## src/rtl/router_pkt_tx.sv

```systemverilog
// Packet source for the router input port. Payload bytes are buffered while
// idle; a send command then streams header, payload (pkt_valid high) and a
// trailing parity byte (pkt_valid low), honouring the router's busy hold.
module router_pkt_tx (
    input  logic       clock,
    input  logic       resetn,
    input  logic       wr_en,
    input  logic [7:0] wr_data,
    input  logic       send,
    input  logic [1:0] addr,
    input  logic       corrupt,
    input  logic       busy,
    output logic       pkt_valid,
    output logic [7:0] data_out,
    output logic       buf_full,
    output logic       tx_busy,
    output logic       cmd_err,
    output logic       done
);

    localparam int unsigned DEPTH = 63;

    typedef enum logic [1:0] {IDLE, HDR, PAY, PAR} state_t;

    state_t     state_q, state_d;
    logic [5:0] wr_ptr_q, wr_ptr_d;
    logic [5:0] rd_ptr_q, rd_ptr_d;
    logic [5:0] len_q, len_d;
    logic [7:0] par_acc_q, par_acc_d;
    logic [7:0] data_out_q, data_out_d;
    logic       pkt_valid_q, pkt_valid_d;
    logic       corrupt_q, corrupt_d;
    logic       cmd_err_q, cmd_err_d;
    logic       done_q, done_d;

    logic [7:0] buf_mem [0:DEPTH-1];
    logic       buf_we;
    logic [7:0] rd_byte;
    logic [7:0] hdr;
    logic       full;
    logic       send_ok;
    logic       consume;
    logic       more;

    assign full    = (wr_ptr_q == 6'd63);
    assign send_ok = send && (addr != 2'd3) && (wr_ptr_q != 6'd0);
    // The router takes the byte currently on data_out at any edge without busy.
    assign consume = (state_q != IDLE) && !busy;
    assign more    = (rd_ptr_q < len_q);
    assign rd_byte = buf_mem[rd_ptr_q];
    assign hdr     = {wr_ptr_q, addr};

    assign pkt_valid = pkt_valid_q;
    assign data_out  = data_out_q;
    assign buf_full  = full;
    assign tx_busy   = (state_q != IDLE);
    assign cmd_err   = cmd_err_q;
    assign done      = done_q;

    // State register.
    always_ff @(posedge clock) begin
        if (!resetn) begin
            state_q <= IDLE;
        end else begin
            state_q <= state_d;
        end
    end

    // Next-state logic: advance only when the current byte is consumed.
    always_comb begin
        state_d = state_q;
        case (state_q)
            IDLE:     if (send_ok) state_d = HDR;
            HDR, PAY: if (consume) state_d = more ? PAY : PAR;
            PAR:      if (consume) state_d = IDLE;
            default:  state_d = IDLE;
        endcase
    end

    // Datapath / output next values: buffer loading, byte sequencing, parity.
    always_comb begin
        wr_ptr_d    = wr_ptr_q;
        rd_ptr_d    = rd_ptr_q;
        len_d       = len_q;
        par_acc_d   = par_acc_q;
        data_out_d  = data_out_q;
        pkt_valid_d = pkt_valid_q;
        corrupt_d   = corrupt_q;
        cmd_err_d   = 1'b0;
        done_d      = 1'b0;
        buf_we      = 1'b0;
        case (state_q)
            IDLE: begin
                if (send) begin
                    // A write in the same cycle as any send is dropped.
                    if (send_ok) begin
                        len_d       = wr_ptr_q;
                        corrupt_d   = corrupt;
                        data_out_d  = hdr;
                        pkt_valid_d = 1'b1;
                        par_acc_d   = hdr;
                        rd_ptr_d    = 6'd0;
                    end else begin
                        cmd_err_d = 1'b1;
                    end
                end else if (wr_en && !full) begin
                    buf_we   = 1'b1;
                    wr_ptr_d = wr_ptr_q + 6'd1;
                end
            end
            HDR, PAY: begin
                if (consume) begin
                    if (more) begin
                        data_out_d = rd_byte;
                        par_acc_d  = par_acc_q ^ rd_byte;
                        rd_ptr_d   = rd_ptr_q + 6'd1;
                    end else begin
                        data_out_d  = corrupt_q ? ~par_acc_q : par_acc_q;
                        pkt_valid_d = 1'b0;
                    end
                end
            end
            PAR: begin
                if (consume) begin
                    data_out_d = 8'h00;
                    done_d     = 1'b1;
                    wr_ptr_d   = 6'd0;
                end
            end
            default: ;
        endcase
    end

    // Datapath registers; reset aborts any packet and empties the buffer.
    always_ff @(posedge clock) begin
        if (!resetn) begin
            wr_ptr_q    <= 6'd0;
            rd_ptr_q    <= 6'd0;
            len_q       <= 6'd0;
            par_acc_q   <= 8'h00;
            data_out_q  <= 8'h00;
            pkt_valid_q <= 1'b0;
            corrupt_q   <= 1'b0;
            cmd_err_q   <= 1'b0;
            done_q      <= 1'b0;
        end else begin
            wr_ptr_q    <= wr_ptr_d;
            rd_ptr_q    <= rd_ptr_d;
            len_q       <= len_d;
            par_acc_q   <= par_acc_d;
            data_out_q  <= data_out_d;
            pkt_valid_q <= pkt_valid_d;
            corrupt_q   <= corrupt_d;
            cmd_err_q   <= cmd_err_d;
            done_q      <= done_d;
        end
    end

    // Payload buffer write port (contents need no reset).
    always_ff @(posedge clock) begin
        if (resetn && buf_we) begin
            buf_mem[wr_ptr_q] <= wr_data;
        end
    end

endmodule

```

## config.mk

```make
export PLATFORM = sky130hd
export DESIGN_NAME = router_pkt_tx
export DESIGN_NICKNAME = d
export VERILOG_FILES = /design/src/rtl/router_pkt_tx.sv
export SDC_FILE = /design/constraint.sdc
export NUM_CORES = 1
export LEC_CHECK = 0
export ABC_CLOCK_PERIOD_IN_PS = 7200
export BUFFER_PORTS_ARGS = -buffer_cell sky130_fd_sc_hd__buf_2
export CAP_MARGIN = 5
export CORE_MARGIN = 5
export CORE_UTILIZATION = 40
export DETAILED_ROUTE_END_ITERATION = 10
export PLACE_DENSITY = 0.53
export SLEW_MARGIN = 15
export SYNTH_ARGS = -nofsm -noshare
export SYNTH_HDL_FRONTEND = slang
export SYNTH_SLANG_ARGS = --single-unit
```

## constraint.sdc

```tcl
create_clock -name clock -period 7.2 [get_ports clock]
set_clock_uncertainty 0.1 [all_clocks]
set_input_delay 1.08 -clock clock [delete_from_list [all_inputs] [get_ports clock]]
set_output_delay 1.08 -clock clock [all_outputs]
set_load 0.01 [all_outputs]
```

==> results.rst, run 1 <==
.. list-table::
   :header-rows: 1

   * - Metric
     - Value
   * - Total of flip-flops plus latches after synthesis
     - 550
   * - Capturing point of the worst reg2reg path
     - par_acc_q[6]
   * - Wire length of the first global-routing pass
     - 81.2 mm
   * - Crit path max fanout
     - 33
   * - Synthesized instance count
     - 1232
   * - Register-to-register setup slack
     - 3570 ps
   * - EDFF count, synth
     - 504
   * - Number of setup buffers added after CTS
     - 0
   * - Net count of the finished layout
     - 1295
   * - Detail Route Antenna Nets
     - 0
   * - Clock tree from TritonCTS
     - built
   * - Maximum ir drop on the vdd rail
     - 0.000175 V
   * - Max-slew violation count
     - 0
   * - Number of standard cells in the layout, taps in and fillers out
     - 2017
   * - Critical Path Start Type
     - flop
   * - Die Height
     - 245 um
   * - Design Power
     - 6.77 mW
   * - Outcome
     - complete, no violations
   * - Clock buffer count from CTS
     - 56
   * - H-tree level count
     - 2
   * - Count of max-cap constraint violations
     - 0
   * - GR Overflow Total
     - 0
   * - Cell types with the largest area share after synthesis
     - sky130_fd_sc_hd__edfxtp_1 (68%), sky130_fd_sc_hd__mux4_2 (12%), sky130_fd_sc_hd__dfxtp_1 (4.2%)
   * - Total via count in the routed design
     - 11481
   * - Most common cell after layout, fill and taps aside
     - sky130_fd_sc_hd__edfxtp_1
   * - Cell Count Post-Placement
     - 1915
   * - Setup Crit Path Kind
     - flop to flop
   * - DRC violation total after the first TritonRoute iteration
     - 1170
   * - Max frequency
     - 0.275 GHz
   * - Minimum period implied by the final worst setup slack
     - 3630 ps
   * - Die outline area
     - 0.0600 mm2
   * - Count of distinct cell types in the synthesized netlist
     - 56
   * - Critical path arrival
     - 3990 ps
   * - Endpoint required time on the critical path
     - 7550 ps
   * - Width of the die
     - 245 um
   * - Setup repair after global routing missed its margin
     - no
   * - Initial cell density of the core
     - 0.403
   * - RD Place Congestion
     - 0.803
   * - Antenna diode count
     - 0
   * - Pwr dens
     - 275 mW/mm2
   * - Overall fraction of global-route tracks in use
     - 0.182
   * - Post-layout utilization of the core
     - 0.449
   * - Sink Count
     - 550
   * - Post-synth net total
     - 1258
   * - Number of top-level pins
     - 29
   * - Clk root buf
     - sky130_fd_sc_hd__clkbuf_16
   * - CORE AREA
     - 0.0549 mm2
   * - Placement row count
     - 86
   * - Seq/Total Area, Yosys
     - 0.727
   * - Cell type with the highest aggregate area in the netlist
     - sky130_fd_sc_hd__edfxtp_1
   * - Post-synthesis cell area
     - 0.0221 mm2
   * - Post-CTS Hold Fix Bufs
     - 0
   * - Total detailed-routing wirelength
     - 54.6 mm
   * - Endpoint type of the worst setup path
     - flop
   * - Static power due to leakage
     - 7.56 nW
   * - Async S/R FF share, synth
     - 0
   * - Worst Max-Slew Pin Slew
     - 1190 ps
   * - Antenna violations before repair
     - 1
   * - Input/output buffers
     - 28
   * - Final critical-path share of the clock period
     - 0.505
   * - Final sum of negative setup slack
     - 0 ps
   * - Total count of hold-check failures in the final report
     - 0
   * - Post-Route Hold Slack
     - 354 ps
   * - Final count of negative-setup-slack endpoints
     - 0
   * - Number of global-route vias before repair
     - 11770
   * - Post-route DRC violation count
     - 0
   * - Synth-to-Final Area Change
     - 11.5%
   * - Clk Latency, worst-skew pair
     - 590 ps
   * - Clock transition at the register clock pins on the worst setup and hold paths after CTS
     - 60 ps
   * - Number of iterations in the first detailed-routing pass
     - 5
   * - Placed wire-length estimate
     - 32.8 mm
   * - Worst Reg-to-Reg Cells
     - 8
   * - Endpoint of the most critical setup path
     - par_acc_q[6]
   * - Detailed-route vias per instance
     - 5.69
   * - Per-instance average area after synthesis
     - 17.9 um2
   * - Final routed wire length divided by cell count
     - 27.1 um
   * - Worst min-delay path category
     - flop to flop
   * - Yosys top cell area share
     - 0.685
   * - Synth warnings
     - 0
   * - Worst slew margin relative to its limit
     - 0.201
   * - Most used flip-flop cell after synthesis
     - sky130_fd_sc_hd__edfxtp_1
   * - PostCTS Resize Cnt
     - 0
   * - Fraction of final layout cells with drive strength greater than 1
     - 0.203
   * - Largest net degree at the start of global routing
     - 135
   * - Commonest cells after routing, fill and taps aside
     - sky130_fd_sc_hd__edfxtp_1 (504), sky130_fd_sc_hd__mux4_2 (122), sky130_fd_sc_hd__nor2_1 (101), sky130_fd_sc_hd__nand2_1 (69), sky130_fd_sc_hd__clkbuf_16 (57)
   * - Buffers from clock root to sink, at most
     - 3
[stage by stage]
step / instance area, um2 / worst slack (ps)
floorplan: 22100 / 4200
detailed placement: 22900 / 3220
global placement: 22900 / 3140
finish: 24600 / 3570
CTS: 24600 / 3550
global route: 24600 / 3330
[state kept, by name (all words and copies together) (netlist names), named ones only]
name,count
buf_mem,504
data_out,8
par_acc_q,8
len_q,6
rd_ptr_q,6
wr_ptr_q,6
state_q,2
cmd_err,1
corrupt_q,1
done,1
pkt_valid,1
[metal layers]
layer / vias up / share of wire / global-route usage
met2: 362 / 0.46 / 0.283
met3: 85 / 0.053 / 0.0293
met1: 6030 / 0.46 / 0.269
met5: - / 0.00024 / 0
met4: 2 / 0.027 / 0.0538
li1: 5002 / - / -
[cell families (layout without fill, tap and decap cells)]
logic type / Yosys count / count (layout) / synth area share
adders and majority gates: 10 / 10 / 0.00566
AOI/OAI and AO/OA: 154 / 154 / 0.0447
and+or+nand+nor: 251 / 251 / 0.0516
muxes: 158 / 158 / 0.143
buffers and inverters: 86 / 167 / 0.0198
xor gates and xnor gates: 23 / 23 / 0.00912
DFF: 550 / 550 / 0.727
[critical path, cell delays in order, from the launching register on]
cell	delay [ps]
sky130_fd_sc_hd__dfxtp_4	700
sky130_fd_sc_hd__buf_4	620
sky130_fd_sc_hd__mux4_2	660
sky130_fd_sc_hd__mux4_2	520
sky130_fd_sc_hd__and2_1	170
sky130_fd_sc_hd__a211oi_1	250
sky130_fd_sc_hd__a21oi_1	150
sky130_fd_sc_hd__o2111ai_1	160
sky130_fd_sc_hd__o31ai_1	100
[final cells by class]
| type | instances | area (um2) |
|---|---|---|
| clock buffers | 69 | 1470 |
| clock inverters | 33 | 243 |
| fillers | 4707 | 30200 |
| inverters | 17 | 63.8 |
| multi-input cells | 596 | 5610 |
| flip-flops and latches | 550 | 16100 |
| well taps | 704 | 881 |
| repair buffers | 48 | 303 |
[Yosys cell counts, types with 4 or more instances]
master	n
sky130_fd_sc_hd__xnor2_1	12
sky130_fd_sc_hd__mux2_2	7
sky130_fd_sc_hd__clkbuf_1	30
sky130_fd_sc_hd__nand3_1	17
sky130_fd_sc_hd__dfxtp_1	46
sky130_fd_sc_hd__inv_1	17
sky130_fd_sc_hd__and3_1	5
sky130_fd_sc_hd__o21ai_0	30
sky130_fd_sc_hd__nor2b_1	12
sky130_fd_sc_hd__ha_1	10
sky130_fd_sc_hd__a22oi_1	6
sky130_fd_sc_hd__a21oi_1	42
sky130_fd_sc_hd__xor2_1	11
sky130_fd_sc_hd__nand2b_1	10
sky130_fd_sc_hd__nand2_1	69
sky130_fd_sc_hd__edfxtp_1	504
sky130_fd_sc_hd__mux4_2	122
sky130_fd_sc_hd__a211oi_1	9
sky130_fd_sc_hd__buf_2	19
sky130_fd_sc_hd__and2_1	9
sky130_fd_sc_hd__buf_1	4
sky130_fd_sc_hd__a221oi_1	11
sky130_fd_sc_hd__a211o_1	4
sky130_fd_sc_hd__or3_1	7
sky130_fd_sc_hd__o22ai_1	25
sky130_fd_sc_hd__nor2_1	101
sky130_fd_sc_hd__mux2i_1	27
sky130_fd_sc_hd__buf_6	5
sky130_fd_sc_hd__o31ai_1	5
sky130_fd_sc_hd__buf_4	10
[how the worst min path moves through the flow]
stage	from	to	slack [ps]	cells past startpoint
final	len_q[4]	len_q[4]	350	2
after global placement	len_q[1]	len_q[1]	350	2
after detailed placement	len_q[4]	len_q[4]	350	2
after CTS	len_q[4]	len_q[4]	360	2
after floorplan	len_q[0]	len_q[0]	330	2
after global routing	len_q[5]	len_q[5]	380	2
[where the power goes]
part	switching, mW	leakage (nW)	total, mW	internal [mW]
clock	1.20	0.830	2.75	1.55
combinational	0.313	1.83	0.448	0.135
sequential	0.0427	4.90	3.57	3.53
total	1.55	7.56	6.77	5.22
(Power assumes the default switching activity.)
==> inputs of run 2 (changes only) <==
--- a/config.mk
+++ b/config.mk
@@ -5,7 +5,7 @@
 export SDC_FILE = /design/constraint.sdc
 export NUM_CORES = 1
 export LEC_CHECK = 0
-export ABC_CLOCK_PERIOD_IN_PS = 7200
+export ABC_CLOCK_PERIOD_IN_PS = 3600
 export BUFFER_PORTS_ARGS = -buffer_cell sky130_fd_sc_hd__buf_2
 export CAP_MARGIN = 5
 export CORE_MARGIN = 5
==> constraint.sdc (replaced) <==
create_clock -name clock -period 3.6 [get_ports clock]
set_clock_uncertainty 0.1 [all_clocks]
set_input_delay 0.54 -clock clock [delete_from_list [all_inputs] [get_ports clock]]
set_output_delay 0.54 -clock clock [all_outputs]
set_load 0.01 [all_outputs]
==> results.rst, run 2 (same netlist as run 1, synthesis figures left out) <==
.. list-table::
   :header-rows: 1

   * - Metric
     - Value
   * - Total count of hold-check failures in the final report
     - 0
   * - Detail Route Antenna Nets
     - 0
   * - Placed wire-length estimate
     - 35.0 mm
   * - Antenna diode count
     - 0
   * - Fillers
     - 4703
   * - Antenna violations before repair
     - 1
   * - Worst min-delay path category
     - primary input to flop
   * - Width of the die
     - 245 um
   * - Minimum period implied by the final worst setup slack
     - 3210 ps
   * - H-tree level count
     - 2
   * - Sink Count
     - 550
   * - Final critical-path share of the clock period
     - 0.893
   * - Max frequency
     - 0.311 GHz
   * - Synth-to-Final Area Change
     - 15.4%
   * - Reg with most FFs
     - buf_mem
   * - Number of flip-flops under the largest register name
     - 504
   * - Buffers from clock root to sink, at most
     - 3
   * - Detailed-route vias per instance
     - 5.60
   * - Worst Max-Slew Pin Slew
     - 974 ps
   * - Number of global-route vias before repair
     - 12199
   * - Final count of negative-setup-slack endpoints
     - 0
   * - Register-to-register setup slack
     - 390 ps
   * - Post-layout utilization of the core
     - 0.465
   * - Final sum of negative setup slack
     - 0 ps
   * - Setup Crit Path Kind
     - flop to flop
   * - Crit path max fanout
     - 22
   * - Count of max-cap constraint violations
     - 0
   * - Input/output buffers
     - 28
   * - Cells on Worst Hold Path
     - 3
   * - Most common cell after layout, fill and taps aside
     - sky130_fd_sc_hd__edfxtp_1
   * - Total via count in the routed design
     - 11807
   * - Clk root buf
     - sky130_fd_sc_hd__clkbuf_16
   * - Critical Path Start Type
     - flop
   * - Fraction of final layout cells with drive strength greater than 1
     - 0.258
   * - Max-slew violation count
     - 0
   * - Pwr dens
     - 538 mW/mm2
   * - Maximum ir drop on the vdd rail
     - 0.000324 V
   * - Largest net degree at the start of global routing
     - 64
   * - Commonest cells after routing, fill and taps aside
     - sky130_fd_sc_hd__edfxtp_1 (504), sky130_fd_sc_hd__mux4_2 (122), sky130_fd_sc_hd__buf_4 (109), sky130_fd_sc_hd__nor2_1 (101), sky130_fd_sc_hd__nand2_1 (69)
   * - Endpoint type of the worst setup path
     - flop
   * - Net count of the finished layout
     - 1390
   * - Sequential cell area
     - 0.0161 mm2
   * - PostCTS Resize Cnt
     - 0
   * - Post-CTS Hold Fix Bufs
     - 0
   * - Static power due to leakage
     - 8.12 nW
   * - Critical path arrival
     - 3590 ps
   * - Setup repair after global routing missed its margin
     - no
   * - Outcome
     - complete, no violations
   * - Total detailed-routing wirelength
     - 55.2 mm
   * - Endpoint required time on the critical path
     - 3980 ps
   * - Number of iterations in the first detailed-routing pass
     - 7
   * - Placement row count
     - 86
   * - Number of setup buffers added after CTS
     - 0
   * - GR Overflow Total
     - 0
   * - Worst slew margin relative to its limit
     - 0.351
   * - Worst Reg-to-Reg Cells
     - 9
   * - Initial cell density of the core
     - 0.403
   * - Wire length of the first global-routing pass
     - 82.2 mm
   * - Number of top-level pins
     - 29
   * - Clock tree from TritonCTS
     - built
   * - Die outline area
     - 0.0600 mm2
   * - Clock buffer count from CTS
     - 56
   * - Post-route DRC violation count
     - 0
   * - Overall fraction of global-route tracks in use
     - 0.185
   * - Die Height
     - 245 um
   * - Area of combinational cells with multiple inputs
     - 0.00560 mm2
   * - CORE AREA
     - 0.0549 mm2
   * - DRC violation total after the first TritonRoute iteration
     - 947
   * - RD Place Congestion
     - 0.817
   * - Clock transition at the register clock pins on the worst setup and hold paths after CTS
     - 60 ps
   * - Final routed wire length divided by cell count
     - 26.1 um
   * - Clk Latency, worst-skew pair
     - 610 ps
## run 2: cell count changes in the layout (fill, tap and decap cells not counted), moves of 2 or more
cell                        previous run  this run
sky130_fd_sc_hd__buf_12                1         8
sky130_fd_sc_hd__clkinv_2             11         8
sky130_fd_sc_hd__dfxtp_1              43        41
sky130_fd_sc_hd__buf_2                28        26
sky130_fd_sc_hd__dfxtp_2               0         2
sky130_fd_sc_hd__clkinv_1             12         8
sky130_fd_sc_hd__buf_4                19       109
sky130_fd_sc_hd__bufinv_16             3         6
## run 2: metrics by stage
stage / setup WS (ps) / area, um2 / total power [mW] / hold WS (ps) / std cells
global route: 175 / 25500 / 14.2 / 82.6 / 2110
floorplan: 1100 / 22100 / 7.77 / 332 / 1232
CTS: 273 / 25500 / 13.9 / 49.4 / 2110
global placement: 285 / 23700 / 8.17 / 349 / 2010
finish: 386 / 25500 / 13.7 / 79.5 / 2110
detailed placement: 282 / 23700 / 8.18 / 352 / 2010
## run 2: area by class of cell
class                           instances  area share
Tap cell                              704      0.0345
Timing Repair Buffer                  143      0.0435
Clock inverter                         31      0.0128
Sequential cell                       550       0.630
Multi-Input combinational cell        596       0.220
Inverter                               17     0.00250
Clock buffer                           69      0.0569
## run 2: path summary, 6_finish.rpt
| kind | from | to |
|---|---|---|
| hold reg to reg | len_q[2] | len_q[2] |
| setup / recovery | flop | data_out[0] |
| hold / removal | corrupt | corrupt_q |
| setup reg to reg | flop | data_out[0] |
## run 2: routing by layer
layer  part of all wire  up-vias  wire (um)  GRT usage
met5            0.00024        -         13          0
met4              0.032        2       1770     0.0672
met3              0.058       99       3220     0.0307
met2               0.47      359      26100      0.295
met1               0.44     6148      24100      0.259
li1                   -     5199          -          -
## run 2: critical path, stage by stage (launching register included)
cell,delay [ps]
sky130_fd_sc_hd__dfxtp_4,670
sky130_fd_sc_hd__buf_12,240
sky130_fd_sc_hd__mux4_2,530
sky130_fd_sc_hd__mux2i_1,360
sky130_fd_sc_hd__o22ai_1,160
sky130_fd_sc_hd__a211oi_1,380
sky130_fd_sc_hd__buf_4,200
sky130_fd_sc_hd__nor2b_1,40
sky130_fd_sc_hd__o21ai_0,270
sky130_fd_sc_hd__a21oi_1,110
## run 2: report_power, final
part | switching [mW] | total (mW) | internal [mW]
combinational | 0.605 | 0.895 | 0.290
sequential | 0.0856 | 7.14 | 7.05
clock | 2.40 | 5.68 | 3.28
